File: config.mk
export PLATFORM = sky130hd
export DESIGN_NAME = pix_sum_feeder
export DESIGN_NICKNAME = d
export VERILOG_FILES = /design/src/rtl/pix_sum_feeder.sv
export SDC_FILE = /design/constraint.sdc
export NUM_CORES = 1
export LEC_CHECK = 0
export BUFFER_PORTS_ARGS = -buffer_cell sky130_fd_sc_hd__buf_4
export CAP_MARGIN = 20
export CORE_UTILIZATION = 64
export CTS_CLUSTER_DIAMETER = 100
export DETAILED_ROUTE_END_ITERATION = 10
export MAX_ROUTING_LAYER = met4
export PLACE_DENSITY = 0.91
export SLEW_MARGIN = 10
export SYNTH_ARGS = -nofsm -noshare
export SYNTH_HDL_FRONTEND = slang
export SYNTH_SLANG_ARGS = --single-unit
File: constraint.sdc
create_clock -name clk_sys -period 4 [get_ports clk_sys]
set_input_delay 0.2 -clock clk_sys [delete_from_list [all_inputs] [get_ports clk_sys]]
set_output_delay 0.2 -clock clk_sys [all_outputs]
set_load 0.03 [all_outputs]
File: src/rtl/pix_sum_feeder.sv
// Accumulates pixel groups into {sum, length} records and feeds them to a
// downstream divider through a 2-entry FIFO whose head register drives the outputs.
module pix_sum_feeder (
    input  logic        clk_sys,
    input  logic        reset_sys,
    input  logic        reset_sync,
    input  logic        pix_valid,
    input  logic [7:0]  pix_data,
    input  logic [7:0]  frame_len,
    input  logic        div_in_valid,
    output logic [15:0] divident,
    output logic [7:0]  divisor,
    output logic        feed_valid,
    output logic        full,
    output logic        overflow,
    output logic        underrun
);

    typedef enum logic {IDLE, ACC} state_t;

    state_t      state_reg;
    logic [15:0] sum_reg;
    logic [7:0]  cnt_reg;
    logic [7:0]  len_reg;
    logic [15:0] head_sum_reg, tail_sum_reg;
    logic [7:0]  head_len_reg, tail_len_reg;
    logic [1:0]  count_reg;
    logic        overflow_reg, underrun_reg;

    logic [7:0]  len_eff;
    logic [15:0] sum_acc;
    logic [7:0]  cnt_acc;
    logic        push, pop;
    logic [15:0] push_sum;
    logic [7:0]  push_len;

    assign len_eff = (frame_len == 8'd0) ? 8'd1 : frame_len;
    assign sum_acc = sum_reg + {8'd0, pix_data};
    assign cnt_acc = cnt_reg + 8'd1;
    assign pop     = div_in_valid && (count_reg != 2'd0);

    // A group completes either on its first pixel (length 1) or when cnt reaches len.
    always_comb begin
        push     = 1'b0;
        push_sum = sum_acc;
        push_len = len_reg;
        if (pix_valid) begin
            if (state_reg == IDLE) begin
                push     = (len_eff == 8'd1);
                push_sum = {8'd0, pix_data};
                push_len = len_eff;
            end else begin
                push = (cnt_acc == len_reg);
            end
        end
    end

    always_ff @(posedge clk_sys or posedge reset_sys) begin
        if (reset_sys) begin
            state_reg    <= IDLE;
            sum_reg      <= 16'd0;
            cnt_reg      <= 8'd0;
            len_reg      <= 8'd0;
            head_sum_reg <= 16'd0;
            head_len_reg <= 8'd0;
            tail_sum_reg <= 16'd0;
            tail_len_reg <= 8'd0;
            count_reg    <= 2'd0;
            overflow_reg <= 1'b0;
            underrun_reg <= 1'b0;
        end else if (reset_sync) begin
            state_reg    <= IDLE;
            sum_reg      <= 16'd0;
            cnt_reg      <= 8'd0;
            len_reg      <= 8'd0;
            head_sum_reg <= 16'd0;
            head_len_reg <= 8'd0;
            tail_sum_reg <= 16'd0;
            tail_len_reg <= 8'd0;
            count_reg    <= 2'd0;
            overflow_reg <= 1'b0;
            underrun_reg <= 1'b0;
        end else begin
            overflow_reg <= push && (count_reg == 2'd2) && !pop;
            underrun_reg <= div_in_valid && (count_reg == 2'd0);

            if (pix_valid) begin
                if (state_reg == IDLE) begin
                    len_reg   <= len_eff;
                    sum_reg   <= {8'd0, pix_data};
                    cnt_reg   <= 8'd1;
                    state_reg <= (len_eff == 8'd1) ? IDLE : ACC;
                end else begin
                    sum_reg   <= sum_acc;
                    cnt_reg   <= cnt_acc;
                    state_reg <= push ? IDLE : ACC;
                end
            end

            // Head register holds its last value when the FIFO drains.
            case (count_reg)
                2'd0: begin
                    if (push) begin
                        head_sum_reg <= push_sum;
                        head_len_reg <= push_len;
                        count_reg    <= 2'd1;
                    end
                end
                2'd1: begin
                    if (push && pop) begin
                        head_sum_reg <= push_sum;
                        head_len_reg <= push_len;
                    end else if (push) begin
                        tail_sum_reg <= push_sum;
                        tail_len_reg <= push_len;
                        count_reg    <= 2'd2;
                    end else if (pop) begin
                        count_reg <= 2'd0;
                    end
                end
                default: begin
                    if (pop) begin
                        head_sum_reg <= tail_sum_reg;
                        head_len_reg <= tail_len_reg;
                        if (push) begin
                            tail_sum_reg <= push_sum;
                            tail_len_reg <= push_len;
                        end else begin
                            count_reg <= 2'd1;
                        end
                    end
                end
            endcase
        end
    end

    assign divident   = head_sum_reg;
    assign divisor    = head_len_reg;
    assign feed_valid = (count_reg != 2'd0);
    assign full       = (count_reg == 2'd2);
    assign overflow   = overflow_reg;
    assign underrun   = underrun_reg;

endmodule

==> results of run 1 <==
## worst register-to-register path, stage by stage (launching register included)
cell and delay (ns):
dfrtp_1 0.47, nand3_2 0.21, nor3_1 0.50, xnor2_1 0.27, a211oi_4 0.12, o32ai_4 0.68, buf_4 0.42, mux2i_1 0.26
nor2_1 0.06
## logic make-up after synthesis
kind of cell,share of synthesized area (%)
DFF,44.60
muxes,9.785
AOI/OAI and AO/OA,17.31
buffers and inverters,3.646
xor gates and xnor gates,4.722
adders and majority gates,2.781
and+or+nand+nor,17.16
## cell usage after synthesis, drive strengths merged (3+ instances only)
| cell type | count |
|---|---|
| a211o | 3 |
| a211oi | 13 |
| a21oi | 23 |
| a22oi | 8 |
| a311oi | 3 |
| a31oi | 3 |
| and2 | 4 |
| and3 | 4 |
| buf | 8 |
| clkbuf | 24 |
| dfrtp | 85 |
| ha | 9 |
| inv | 9 |
| mux2 | 5 |
| mux2i | 41 |
| nand2 | 62 |
| nand3 | 13 |
| nor2 | 75 |
| nor2b | 3 |
| nor3 | 9 |
| nor4 | 4 |
| o211ai | 3 |
| o21a | 3 |
| o21ai | 45 |
| o2bb2ai | 4 |
| or3 | 5 |
| or4 | 3 |
| xnor2 | 13 |
| xor2 | 10 |
## what timing repair did
action                                  CTS  global route
endpoints found under the hold margin     0            14
endpoints found under the setup margin    0             0
hold buffers                              0             1
## power groups by stage
stage | registers [uW] | clock network, uW | logic, uW
2_1_floorplan | 913 | 0 | 193
3_3_place_gp | 907 | 0 | 272
3_5_place_dp | 908 | 0 | 280
4_1_cts | 891 | 707 | 283
5_1_grt | 894 | 744 | 314
6_report | 892 | 707 | 290
## metal layers
| metal | vias up | wire length (um) | track usage [%] | part of all wire [%] |
|---|---|---|---|---|
| li1 | 1887 | - | - | - |
| met5 | - | 0 | - | 0 |
| met2 | 165 | 5913 | 53.22 | 50 |
| met4 | 0 | 289 | 12.46 | 2.4 |
| met3 | 27 | 648 | 5.224 | 5.5 |
| met1 | 2023 | 5012 | 42.22 | 42 |
## per-stage QoR
step / utilization [%] / hold WS, ns / cell area, um2 / total power, uW / setup WS [ns]
after CTS: 75.11 / 0.05323 / 5419 / 1882 / 0.9097
after detailed placement: 71.94 / 0.4404 / 5190 / 1188 / 0.8917
after global routing: 75.53 / 0.06449 / 5449 / 1952 / 0.7428
final: 75.53 / 0.05370 / 5449 / 1888 / 0.8714
after global placement: 71.94 / 0.4458 / 5190 / 1179 / 1.016
after floorplan: - / 0.2734 / 4770 / 1106 / 1.483
## how the worst max path moves through the flow
stage	endpoint	slack, ns
floorplan	tail_sum_reg[2]	1.48
global placement	tail_sum_reg[1]	1.02
detailed placement	tail_sum_reg[1]	0.89
CTS	divident[3]	0.91
global route	tail_sum_reg[1]	0.74
finish	divisor[1]	0.87
## area by class of cell
class | instances | area share, %
multi-input combinational | 390 | 45.65
sequential | 85 | 39.04
inverter | 10 | 0.7118
clock buffer | 9 | 2.273
clock inverter | 7 | 1.929
timing repair buffer | 57 | 8.129
tap | 99 | 2.273
==> results.sh, run 1 <==
export IMPL_worstPathRequired_ns=4.23
export IMPL_cp_cell_sequence="nand3_2, nor3_1, xnor2_1, a211oi_4, o32ai_4, buf_4, mux2i_1, nor2_1"
export IMPL_seq_area_frac_synth_pct=44.60
export IMPL_p_leak_uw=0.002556
export IMPL_power_density_nw_per_um2=346.5
export IMPL_drt_first_pass_iters=5
export IMPL_wl_per_cell_um=18.06
export IMPL_fin_crit_ns=3.129
export IMPL_min_path_type="input pin to register"
export IMPL_clock_latency_ns=0.37
export IMPL_yosysTopAreaCell="dfrtp_1"
export IMPL_grt_max_degree=71
export IMPL_ys_warn_count=0
export IMPL_worstSetupPathType="register to register"
export IMPL_clkTransAtPathRegs_ns=0.10
export IMPL_post_cts_buffers=0
export IMPL_grt_total_usage_pct=33.02
export IMPL_netlist_area_um2=4770
export IMPL_synth_area_leaders="dfrtp_1 45%, mux2i_1 8.6%, nor2_1 5.9%"
export IMPL_synth_edf_count=0
export IMPL_finalSetupViolCount=0
export IMPL_portBuffers=48
export IMPL_io_pins=49
export IMPL_timing_fmax_mhz=319.6
export IMPL_ff2ff_path_depth=8
export IMPL_num_fill_cells=505
export IMPL_syn_to_final_growth_pct=14.24
export IMPL_crit_buf_inv=1
export IMPL_drive_above_1_share_pct=15.95
export IMPL_min_period_over_period_pct=78.22
export IMPL_die_w_um=88.33
export IMPL_comb_power_share_pct=15.3
export IMPL_dp_hpwl_um=7822
export IMPL_maxSlewHeadroom_pct=49.03
export IMPL_pwr_share_clk_pct=37.4
export IMPL_max_stage_delay_ns=0.68
export IMPL_worst_path_max_fanout=16
export IMPL_hold_violations=0
export IMPL_end_kind="register"
export IMPL_drt_iter0_drc=394
export IMPL_grt_first_pass_wirelength_um=18960
export IMPL_ff_latch_area_um2=2127
export IMPL_syn_inst=517
export IMPL_first_global_vias=3881
export IMPL_maxCapViolations=0
export IMPL_multi_input_area_um2=2487
export IMPL_ctsHtreeMaxLevel=3
export IMPL_peakVddDrop_mv=0.2228
export IMPL_grt_overflow_total=0
export IMPL_min_delay_worst_endpoint="overflow"
export IMPL_syn_nets=548
export IMPL_cts_sinks=85
export IMPL_async_reset_ff_share_pct=100.0
export IMPL_synth_main_ff_cell="dfrtp_1"
export IMPL_finalNonFillerCells=657
export IMPL_finClkSkew_ns=0.01125
export IMPL_cp_arrival_ns=3.36
export IMPL_fin_tns_setup_ns=0
export IMPL_rsz0062_at_grt="no"
export IMPL_drv_slew=0
export IMPL_die_h_um=88.33
export IMPL_syn_avg_cell_area_um2=9.225
export IMPL_r2r_start="cnt_reg[2]"
export IMPL_die_area_um2=7801
export IMPL_clock_root_buffer="clkbuf_8"
export IMPL_drc=0
export IMPL_ant_nets=0
export IMPL_fin_nets=584
export IMPL_holdPathStages=2
export IMPL_cts_resized=0
export IMPL_yosys_register_bits=85
export IMPL_synth_top_area_share_pct=44.60
export IMPL_drt_wl_total_um=11860
export IMPL_via_per_inst=6.244
export IMPL_cts_buffers=9
export IMPL_gp_congestion=0.9063
export IMPL_worst_pin_slew_ns=0.7645
export IMPL_worstHoldStart="div_in_valid"
export IMPL_clockBufferDepth=2
export IMPL_p_int_uw=1346
export IMPL_start_util_pct=66.11
export IMPL_crit_family="compound AO/OA/AOI/OAI gates"
export IMPL_final_cell_mix="85 x dfrtp_1, 75 x nor2_1, 62 x nand2_1"
export IMPL_antenna_cells=0
export IMPL_cts_tree="done"
export IMPL_p_sw_uw=542.5
export IMPL_status="finished clean"
export IMPL_ys_types=52
export IMPL_critPathLaunch="cnt_reg[2]"
export IMPL_rows=31
export IMPL_final_common_cell="dfrtp_1"
export IMPL_r2r_setup_slack_ns=0.87
export IMPL_switching_share_pct=28.73
export IMPL_dp_cells=639
export IMPL_core_area_um2=7214
export IMPL_antenna_found_initial=0
export IMPL_num_vias=4102
export IMPL_cp_slowest_cell="o32ai_4"
export IMPL_worst_path_stages=8
export IMPL_start_kind="register"
export IMPL_seqPwrFrac_pct=47.2
export IMPL_timing_rr_end="divisor[1]"
(Power assumes the default switching activity.)
==> run 2: changes to the inputs <==
- CORE_UTILIZATION: 64 -> 59
- PLACE_DENSITY: 0.91 -> 0.85
- clock period: 4 -> 3.2 ns (I/O delays scaled with it)
==> results.sh, run 2 (synthesis gave the netlist of run 1 again) <==
export IMPL_drt_wl_total_um=11600
export IMPL_crit_buf_inv=1
export IMPL_maxSlewHeadroom_pct=44.19
export IMPL_drt_iter0_drc=377
export IMPL_min_period_over_period_pct=91.75
export IMPL_first_global_vias=4040
export IMPL_gp_congestion=0.9142
export IMPL_cp_arrival_ns=3.17
export IMPL_rsz0062_at_grt="no"
export IMPL_p_leak_uw=0.002570
export IMPL_hold_violations=0
export IMPL_grt_first_pass_wirelength_um=19520
export IMPL_die_w_um=91.91
export IMPL_drive_above_1_share_pct=16.84
export IMPL_cts_buffers=9
export IMPL_rows=32
export IMPL_crit_family="compound AO/OA/AOI/OAI gates"
export IMPL_max_stage_delay_ns=0.76
export IMPL_worst_path_max_fanout=14
export IMPL_fin_nets=590
export IMPL_status="finished clean"
export IMPL_final_cell_mix="85 x dfrtp_1, 75 x nor2_1, 62 x nand2_1"
export IMPL_antenna_cells=0
export IMPL_worstPathRequired_ns=3.44
export IMPL_end_kind="register"
export IMPL_grt_overflow_total=0
export IMPL_grt_max_degree=71
export IMPL_finalSetupViolCount=0
export IMPL_timing_fmax_mhz=340.6
export IMPL_maxCapViolations=0
export IMPL_grt_total_usage_pct=30.35
export IMPL_min_path_type="input pin to register"
export IMPL_drv_slew=0
export IMPL_drt_first_pass_iters=5
export IMPL_via_per_inst=6.122
export IMPL_portBuffers=48
export IMPL_worst_pin_slew_ns=0.8371
export IMPL_finalNonFillerCells=666
export IMPL_core_area_um2=7767
export IMPL_ant_nets=0
export IMPL_hold_ws_ns=0.04215
export IMPL_clkTransAtPathRegs_ns=0.10
export IMPL_fin_crit_ns=2.936
export IMPL_syn_to_final_growth_pct=14.64
export IMPL_io_pins=49
export IMPL_final_util_pct=70.39
export IMPL_peakVddDrop_mv=0.2318
export IMPL_fin_tns_setup_ns=0
export IMPL_worstSetupPathType="register to register"
export IMPL_finClkSkew_ns=0.01127
export IMPL_clock_latency_ns=0.37
export IMPL_num_vias=4077
export IMPL_ctsHtreeMaxLevel=3
export IMPL_power_uw=2273
export IMPL_cp_slowest_cell="o32ai_4"
export IMPL_start_kind="register"
export IMPL_drc=0
export IMPL_die_area_um2=8447
export IMPL_antenna_found_initial=0
export IMPL_wl_per_cell_um=17.41
export IMPL_cp_cell_sequence="ha_1, and3_1, a31oi_1, o211ai_1, a211oi_4, o32ai_4, buf_4, mux2i_1, nor2_1"
export IMPL_clock_root_buffer="clkbuf_8"
export IMPL_final_common_cell="dfrtp_1"
export IMPL_start_util_pct=61.40
export IMPL_dp_cells=649
export IMPL_cts_tree="done"
export IMPL_dp_hpwl_um=7983
export IMPL_cts_sinks=85
export IMPL_clockBufferDepth=2
export IMPL_power_density_nw_per_um2=415.8
export IMPL_die_h_um=91.91
-- run 2: worst paths after layout --
path | cells past startpoint | endpoint | slack, ns | start
min in group asynchronous | 3 | len_reg[7] | 0.30 | reset_sys
max in group asynchronous | 4 | sum_reg[7] | 2.13 | reset_sys
min | 2 | overflow | 0.04 | div_in_valid
min reg2reg | 1 | tail_sum_reg[8] | 0.50 | tail_sum_reg[8]
max reg2reg | 9 | divisor[1] | 0.26 | cnt_reg[0]
max | 9 | divisor[1] | 0.26 | cnt_reg[0]
-- run 2: what timing repair did --
item	CTS	global route
setup endpoints to repair	0	0
gates resized for setup	0	0
hold buffers	1	0
hold endpoints to repair	19	0
setup buffers	0	0
-- run 2: stage by stage --
step | worst slack [ns] | instance area (um2)
2_1_floorplan | 0.6829 | 4770
3_3_place_gp | 0.09257 | 5239
3_5_place_dp | 0.3211 | 5254
4_1_cts | 0.2859 | 5468
5_1_grt | 0.08959 | 5468
6_report | 0.2640 | 5468
-- run 2: layout make-up --
class / instances / area, um2
flip-flops and latches: 85 / 2127
inverters: 10 / 38.79
repair buffers: 63 / 483.0
well taps: 102 / 127.6
clock inverters: 7 / 80.08
fillers: 599 / 2300
multi-input cells: 390 / 2487
clock buffers: 9 / 123.9
-- run 2: routing by layer --
layer,share of wire [%],global-route usage [%],up-vias
li1,-,-,1909
met1,43,37.96,1974
met2,49,49.50,162
met3,6.1,4.892,32
met4,2.4,12.24,0
met5,0,-,-
-- run 2: report_power, final --
part,total [uW],switching (uW),internal [uW]
clock network,799,429,370
registers,1120,19.6,1100
logic,359,222,136
total,2270,671,1600
-- run 2: worst reg2reg max path, stage by stage, from the launching register on --
cell and delay, ns:
dfrtp_1 0.40, ha_1 0.26, and3_1 0.25, a31oi_1 0.12, o211ai_1 0.34, a211oi_4 0.08
o32ai_4 0.76, buf_4 0.30, mux2i_1 0.26, nor2_1 0.06
==> run 3: changes to the inputs <==
- GPL_ROUTABILITY_DRIVEN: unset -> 1
- RECOVER_POWER: unset -> 25
==> results.sh, run 3 (synthesis gave the netlist of run 1 again) <==
export IMPL_worst_path_max_fanout=14
export IMPL_start_kind="register"
export IMPL_ctsHtreeMaxLevel=3
export IMPL_fin_crit_ns=2.918
export IMPL_post_cts_buffers=0
export IMPL_drive_above_1_share_pct=11.88
export IMPL_holdPathStages=2
export IMPL_gp_congestion=0.9142
export IMPL_antenna_found_initial=0
export IMPL_peakVddDrop_mv=0.2280
export IMPL_io_pins=49
export IMPL_drc=0
export IMPL_max_stage_delay_ns=0.76
export IMPL_worst_path_stages=9
export IMPL_hold_violations=0
export IMPL_ff2ff_path_depth=9
export IMPL_cts_tree="done"
export IMPL_finalSetupViolCount=0
export IMPL_pre_cts_slack_ns=0.3211
export IMPL_start_util_pct=61.40
export IMPL_fin_tns_setup_ns=0
export IMPL_drt_first_pass_iters=7
export IMPL_pwr_share_clk_pct=35.3
export IMPL_p_int_uw=1596
export IMPL_clock_latency_ns=0.37
export IMPL_num_vias=4082
export IMPL_worstPathRequired_ns=3.44
export IMPL_crit_buf_inv=1
export IMPL_antenna_cells=0
export IMPL_min_period_over_period_pct=91.20
export IMPL_cp_slowest_cell="o32ai_4"
export IMPL_rows=32
export IMPL_dp_hpwl_um=7983
export IMPL_die_area_um2=8447
export IMPL_num_fill_cells=627
export IMPL_crit_family="compound AO/OA/AOI/OAI gates"
export IMPL_seqPwrFrac_pct=49.2
export IMPL_drt_wl_total_um=11640
export IMPL_final_common_cell="dfrtp_1"
export IMPL_fin_nets=590
export IMPL_drt_iter0_drc=434
export IMPL_min_path_type="input pin to register"
export IMPL_timing_fmax_mhz=342.7
export IMPL_cp_cell_sequence="ha_1, and3_1, a31oi_1, o211ai_1, a211oi_4, o32ai_4, buf_4, mux2i_1, nor2_1"
export IMPL_drv_slew=0
export IMPL_wl_per_cell_um=17.48
export IMPL_p_sw_uw=670.3
export IMPL_portBuffers=48
export IMPL_power_density_nw_per_um2=422.7
export IMPL_final_cell_mix="85 x dfrtp_1, 75 x nor2_1, 62 x nand2_1"
export IMPL_cts_buffers=9
export IMPL_finClkSkew_ns=0.009290
export IMPL_worst_slack_ns=0.2816
export IMPL_grt_max_degree=71
export IMPL_end_kind="register"
export IMPL_comb_power_share_pct=15.5
export IMPL_ant_nets=0
export IMPL_placed_area_um2=5254
export IMPL_via_per_inst=6.129
export IMPL_syn_to_final_growth_pct=12.38
export IMPL_design_area_um2=5360
export IMPL_status="finished clean"
export IMPL_p_leak_uw=0.002447
export IMPL_core_area_um2=7767
export IMPL_maxCapViolations=0
export IMPL_maxSlewHeadroom_pct=38.88
export IMPL_power_uw=2266
export IMPL_hold_ws_ns=0.03307
export IMPL_clockBufferDepth=2
export IMPL_switching_share_pct=29.58
export IMPL_die_h_um=91.91
export IMPL_clock_root_buffer="clkbuf_8"
export IMPL_grt_first_pass_wirelength_um=19520
export IMPL_cts_sinks=85
export IMPL_worstSetupPathType="register to register"
export IMPL_grt_total_usage_pct=30.35
export IMPL_grt_overflow_total=0
export IMPL_clkTransAtPathRegs_ns=0.10
export IMPL_first_global_vias=4040
export IMPL_worst_pin_slew_ns=0.9118
export IMPL_die_w_um=91.91
export IMPL_cp_arrival_ns=3.16
export IMPL_rsz0062_at_grt="no"
[run 3: power groups by stage]
stage / Sequential, uW / Combinational (uW) / Clock [uW]
after floorplan: 1140 / 242 / 0
after global routing: 1120 / 388 / 842
after detailed placement: 1140 / 353 / 0
after CTS: 1110 / 358 / 805
final: 1120 / 352 / 799
after global placement: 1130 / 342 / 0
[run 3: cell type report]
type,instances,area (um2),area share [%]
well taps,102,127.6,2.381
clock inverters,7,80.08,1.494
inverters,10,38.79,0.7236
flip-flops and latches,85,2127,39.68
clock buffers,9,123.9,2.311
multi-input cells,390,2487,46.41
repair buffers,63,375.4,7.003
[run 3: path summary, 6_finish.rpt]
kind                            startpoint              end  slack (ns)
min reg2reg                tail_sum_reg[8]  tail_sum_reg[8]        0.51
min in group asynchronous        reset_sys       len_reg[7]        0.48
min                           div_in_valid         overflow        0.03
max                             cnt_reg[1]       divisor[1]        0.28
max in group asynchronous        reset_sys      sum_reg[14]        1.43
max reg2reg                     cnt_reg[1]       divisor[1]        0.28
[run 3: metal layers]
layer / vias to the layer above / part of all wire (%) / global-route usage [%]
li1: 1907 / - / -
met1: 1975 / 43 / 37.96
met2: 168 / 49 / 49.50
met3: 32 / 5.8 / 4.892
met4: 0 / 2.2 / 12.24
met5: - / 0 / -
[run 3: what timing repair did]
item,in CTS,in global routing
endpoints found under the hold margin,19,0
hold buffers,1,0
resized for setup,0,0
[run 3: stage by stage]
step / instances / utilization, %
final: 666 / 69.01
after global routing: 666 / 69.01
after CTS: 666 / 70.39
after detailed placement: 649 / 67.64
after floorplan: 517 / -
after global placement: 648 / 67.45
